==> config.mk <==
export PLATFORM = sky130hd
export DESIGN_NAME = serial_sub_ctrl
export DESIGN_NICKNAME = d
export VERILOG_FILES = /design/src/rtl/serial_sub_pkg.sv /design/src/rtl/serial_sub_ctrl_full_subtractor.sv /design/src/rtl/serial_sub_ctrl.sv
export SDC_FILE = /design/constraint.sdc
export NUM_CORES = 1
export LEC_CHECK = 0
export CORE_AREA = 2 2 55 70
export DETAILED_ROUTE_END_ITERATION = 7
export DIE_AREA = 0 0 57 72
export SLEW_MARGIN = 20
export SYNTH_ARGS = -nofsm -noshare
export SYNTH_HDL_FRONTEND = slang
export SYNTH_HIERARCHICAL = 1
export SYNTH_SLANG_ARGS = --single-unit
==> constraint.sdc <==
create_clock -name clk -period 2.25 [get_ports clk]
set_input_delay 0.45 -clock clk [delete_from_list [all_inputs] [get_ports clk]]
set_output_delay 0.45 -clock clk [all_outputs]
set_load 0.02 [all_outputs]
==> src/rtl/serial_sub_pkg.sv <==
// Shared types and constants for the bit-serial subtractor.
package serial_sub_pkg;

    localparam int DEF_WIDTH = 8;

    typedef logic [1:0] state_t;

    localparam state_t IDLE = 2'd0;
    localparam state_t RUN  = 2'd1;
    localparam state_t DONE = 2'd2;

endpackage

==> src/rtl/serial_sub_ctrl_full_subtractor.sv <==
// One-bit combinational full-subtractor slice.
module full_subtractor (
    input  logic a,
    input  logic b,
    input  logic bin,
    output logic diff,
    output logic bout
);

    assign diff = a ^ b ^ bin;
    assign bout = (~a & b) | (~(a ^ b) & bin);

endmodule

==> src/rtl/serial_sub_ctrl.sv <==
// Bit-serial (LSB first) unsigned subtractor with IDLE/RUN/DONE control.
module serial_sub_ctrl
    import serial_sub_pkg::*;
#(
    parameter int WIDTH = DEF_WIDTH
) (
    input  logic             clk,
    input  logic             rst_n,
    input  logic             start,
    input  logic [WIDTH-1:0] a,
    input  logic [WIDTH-1:0] b,
    output logic [WIDTH-1:0] diff,
    output logic             borrow_out,
    output logic             busy,
    output logic             done
);

    localparam int CW = (WIDTH > 1) ? $clog2(WIDTH) : 1;
    localparam logic [CW-1:0] LAST = CW'(WIDTH - 1);

    state_t           state_q, state_d;
    logic [WIDTH-1:0] a_q, a_d;
    logic [WIDTH-1:0] b_q, b_d;
    logic [WIDTH-1:0] diff_q, diff_d;
    logic [CW-1:0]    cnt_q, cnt_d;
    logic             bor_q, bor_d;
    logic             bout_q, bout_d;

    logic s_diff;
    logic s_bout;

    full_subtractor u_slice (
        .a    (a_q[0]),
        .b    (b_q[0]),
        .bin  (bor_q),
        .diff (s_diff),
        .bout (s_bout)
    );

    always_comb begin
        state_d = state_q;
        a_d     = a_q;
        b_d     = b_q;
        diff_d  = diff_q;
        cnt_d   = cnt_q;
        bor_d   = bor_q;
        bout_d  = bout_q;
        unique case (state_q)
            IDLE, DONE: begin
                if (start) begin
                    a_d     = a;
                    b_d     = b;
                    cnt_d   = '0;
                    bor_d   = 1'b0;
                    state_d = RUN;
                end else begin
                    state_d = IDLE;
                end
            end
            RUN: begin
                a_d    = a_q >> 1;
                b_d    = b_q >> 1;
                diff_d = {s_diff, diff_q[WIDTH-1:1]};
                bor_d  = s_bout;
                // Counter holds on the last bit so it never wraps.
                if (cnt_q == LAST) begin
                    bout_d  = s_bout;
                    state_d = DONE;
                end else begin
                    cnt_d = cnt_q + 1'b1;
                end
            end
            default: state_d = IDLE;
        endcase
    end

    always_ff @(posedge clk) begin
        if (!rst_n) begin
            state_q <= IDLE;
            a_q     <= '0;
            b_q     <= '0;
            diff_q  <= '0;
            cnt_q   <= '0;
            bor_q   <= 1'b0;
            bout_q  <= 1'b0;
        end else begin
            state_q <= state_d;
            a_q     <= a_d;
            b_q     <= b_d;
            diff_q  <= diff_d;
            cnt_q   <= cnt_d;
            bor_q   <= bor_d;
            bout_q  <= bout_d;
        end
    end

    assign diff       = diff_q;
    assign borrow_out = bout_q;
    assign busy       = (state_q == RUN);
    assign done       = (state_q == DONE);

endmodule

==> flow_summary_export.csv <==
group,metric,value,unit
run_status,status,"finished, final reports clean",
detailed_routing,drt_iter0_markers,29,
synth,synthXorXnorAreaFrac,0,
power,clkPwrFrac,0.383,
sta,finalSetupTns,0,ns
global_routing,grt_max_degree,42,
synth,ys_seq_area_frac,0.476,
worst_setup_path,r2r_start,"cnt_q[0]$_SDFFE_PN0P_",
die,pin_count,30,
clock_tree,post-cts-setup-buffers,0,
hold_path,worstHoldPathCells,2,
clock_tree,clockRootBuffer,"clkbuf_8",
power,swShare,0.236,
clock_tree,cts_made_buffers,5,
synth,synth-simple-area-share,0.211,
detailed_routing,drc_errors,0,
hold_path,min-delay-start,"diff[0]$_SDFFE_PN0N_",
detailed_routing,vias,1157,
power,seq_power_share,0.489,
cells_and_area,final_util,0.502,
synth,synth_cells,159,
worst_setup_path,critPathMaxStageDelay,0.60,ns
flow_run,drv_cap,0,
cells_and_area,syn_to_final_growth,31.7,%
worst_setup_path,arrival,1.42,ns
worst_setup_path,crit_required,1.80,ns
clock_tree,clk_pin_slew,0.06,ns
placed_design,io_buffers,29,
sta,fin_worst_skew,0.00440,ns
detailed_routing,final_antenna_net_count,0,
detailed_routing,viasPerCell,5.07,
clock_tree,cts_hold_buf,0,
synth,synth_mux_area_frac,0,
worst_setup_path,reg2reg_slack,0.77,ns
die,initial_core_util,0.381,
power,p_leak,0.634,nW
clock_tree,clockBufferDepth,2,
clock_tree,clk_latency,0.28,ns
synth,ys_seq_elements,31,
sta,post-route-period-util,0.833,
placed_design,gp_congestion,0.723,
worst_setup_path,cp-end-kind,"output port",
hold_path,hold_path_class,"reg2reg",
die,dieHeight,72,um
sta,relSlewSlack,0.563,
worst_setup_path,crit_path_cell_trace,"nand2b_1, inv_1, clkdlybuf4s50_1",
clock_tree,cts.sinks,31,
hold_path,min_to,"diff[0]$_SDFFE_PN0N_",
synth,syn_avg_cell_area,8.21,sq um
die,die-width,57,um
sta,grt_setup_unrepaired,"no",
clock_tree,htreeDepth,2,
detailed_routing,dr.pass1.iters,4,
sta,report.final.setup_viol,0,
sta,fmax,0.533,GHz
detailed_routing,wl_per_cell,11.4,um
synth,synth-adder-area-share,0.0345,
placed_design,dp_hpwl,1780,um
detailed_routing,routed_wl,2600,um
worst_setup_path,critPathKind,"reg2out",
die,dieArea,4100,sq um
synth,syn_area,1310,sq um
die,coreArea,3420,sq um
die,rows,24,
sta,hold_viol,0,
clock_tree,cts_tree,"built",
worst_setup_path,critPathLaunchType,"register",
power,power_switching,0.289,mW
power,p_per_area,713,nW/um^2
placed_design,pre_cts_ws,0.343,ns
synth,syn_nets,181,
synth,synth_compound_area_frac,0.217,
sta,slew_viol_final,0,
power,combPwrFrac,0.128,
worst_setup_path,crit_fanout,3,
sta,tightest_slew,0.653,ns
cells_and_area,drive_gt1_frac,0.0688,
worst_setup_path,r2r_cells,5,
global_routing,grt_pass1_vias,1105,
cells_and_area,nNetsFinal,210,
clock_tree,cts_resized,0,
power,internal_power,0.937,mW
worst_setup_path,r2r_end,"cnt_q[0]$_SDFFE_PN0P_",
cells_and_area,antenna_cells,0,
global_routing,gr-total-overflow,0,
global_routing,grt_pass1_wl,4640,um
sta,fin_crit,1.87,ns
synth,synth_top_family_by_area,"compound AO/OA/AOI/OAI gates",
synth,ys_types,20,
synth,ys.warnings.count,6,
power,ir_drop,0.552,mV
worst_setup_path,crit_slowest_cell,"clkdlybuf4s50_1",
global_routing,antenna_found_initial,0,
global_routing,track_usage,0.144,
sta,worst_slack,0.375,ns
-- worst max path at each step --
stage / startpoint / endpoint / slack (ns) / depth (start not counted)
floorplan: cnt_q[0]$_SDFFE_PN0P_ / cnt_q[0]$_SDFFE_PN0P_ / 0.91 / 5
global placement: rst_n / diff[1]$_SDFFE_PN0N_ / 0.40 / 3
detailed placement: rst_n / diff[2]$_SDFFE_PN0N_ / 0.34 / 3
CTS: state_q[1]$_SDFFE_PN0P_ / busy / 0.35 / 3
global route: state_q[1]$_SDFFE_PN0P_ / busy / 0.28 / 3
finish: state_q[1]$_SDFFE_PN0P_ / busy / 0.38 / 3
-- registers in the layout, indices dropped and copies added (netlist names) --
register,count
cnt_q,3
bor_q,1
borrow_out,1
state_q,2
b_q,8
diff,8
a_q,8
-- worst max-delay path, delay by kind of cell (launching register included) --
family                 cells  cell delay (ns)
buffers and inverters      2             0.67
flip-flops                 1             0.33
AND/OR/NAND/NOR            1             0.15
-- cell type report --
type	instances	area (sq um)
tap	39	48.8
multi-input combinational	111	603
sequential	31	621
inverter	5	18.8
fill	342	1700
timing repair buffer	34	328
clock buffer	8	100
-- metrics by stage --
stage	cell area, sq um	hold WS (ns)	std cells	total power [mW]
after detailed placement	1620	0.465	220	0.771
after global routing	1720	0.501	228	1.29
final	1720	0.467	228	1.23
after CTS	1720	0.473	228	1.24
after global placement	1620	0.451	220	0.766
after floorplan	1310	0.445	159	0.709
-- power by group through the flow --
stage | Clock [mW] | Combinational [mW] | Sequential [mW]
2_1_floorplan | 0 | 0.0995 | 0.610
3_3_place_gp | 0 | 0.156 | 0.611
3_5_place_dp | 0 | 0.159 | 0.612
4_1_cts | 0.482 | 0.159 | 0.600
5_1_grt | 0.510 | 0.178 | 0.604
6_report | 0.470 | 0.157 | 0.600
-- synth_stat cells --
library cell   n  share of area
nand2_1       49           0.14
dfxtp_1       31           0.48
o21ai_0       15          0.058
a21boi_0      14          0.081
a31oi_1       14          0.067
buf_2          5          0.019
inv_1          5          0.014
clkbuf_1       4          0.012
nand3_1        4          0.015
buf_4          3          0.017
ha_1           2          0.019
nand2b_1       2         0.0096
nand3b_1       2          0.012
nor2b_1        2         0.0096
o21a_1         2          0.012
and3_1         1         0.0048
fa_1           1          0.015
nor3_1         1         0.0038
nor3b_1        1         0.0058
nor3b_2        1         0.0096
-- cell usage in the layout (no fill, tap or decap) --
master / netlist / final
a31oi_1: 14 / 14
clkbuf_8: 0 / 7
nor2b_1: 2 / 2
nor3b_2: 1 / 1
dfxtp_1: 31 / 31
clkdlybuf4s50_1: 0 / 29
a21boi_0: 14 / 14
ha_1: 2 / 2
inv_1: 5 / 5
nor3b_1: 1 / 1
buf_4: 3 / 5
fa_1: 1 / 1
nand3b_1: 2 / 2
nor3_1: 1 / 1
clkbuf_1: 4 / 1
o21ai_0: 15 / 15
nand3_1: 4 / 4
nand2b_1: 2 / 2
nand2_1: 49 / 49
and3_1: 1 / 1
o21a_1: 2 / 2
-- per-layer routing --
| metal | wire [um] | part of all wire | global-route usage |
|---|---|---|---|
| met1 | 1130 | 0.43 | 0.152 |
| met2 | 1270 | 0.49 | 0.246 |
| met3 | 144 | 0.055 | 0.0499 |
| met4 | 63 | 0.024 | 0.0827 |
| met5 | 0 | 0 | 0 |
-- kinds of logic (layout without fill, tap and decap cells) --
| group | count (synthesis) | after routing |
|---|---|---|
| AOI/OAI and AO/OA | 45 | 45 |
| adders and majority gates | 3 | 3 |
| buffers and inverters | 17 | 47 |
| DFF | 31 | 31 |
| and+or+nand+nor | 63 | 63 |
No activity file was read; power rests on OpenSTA's default activity.
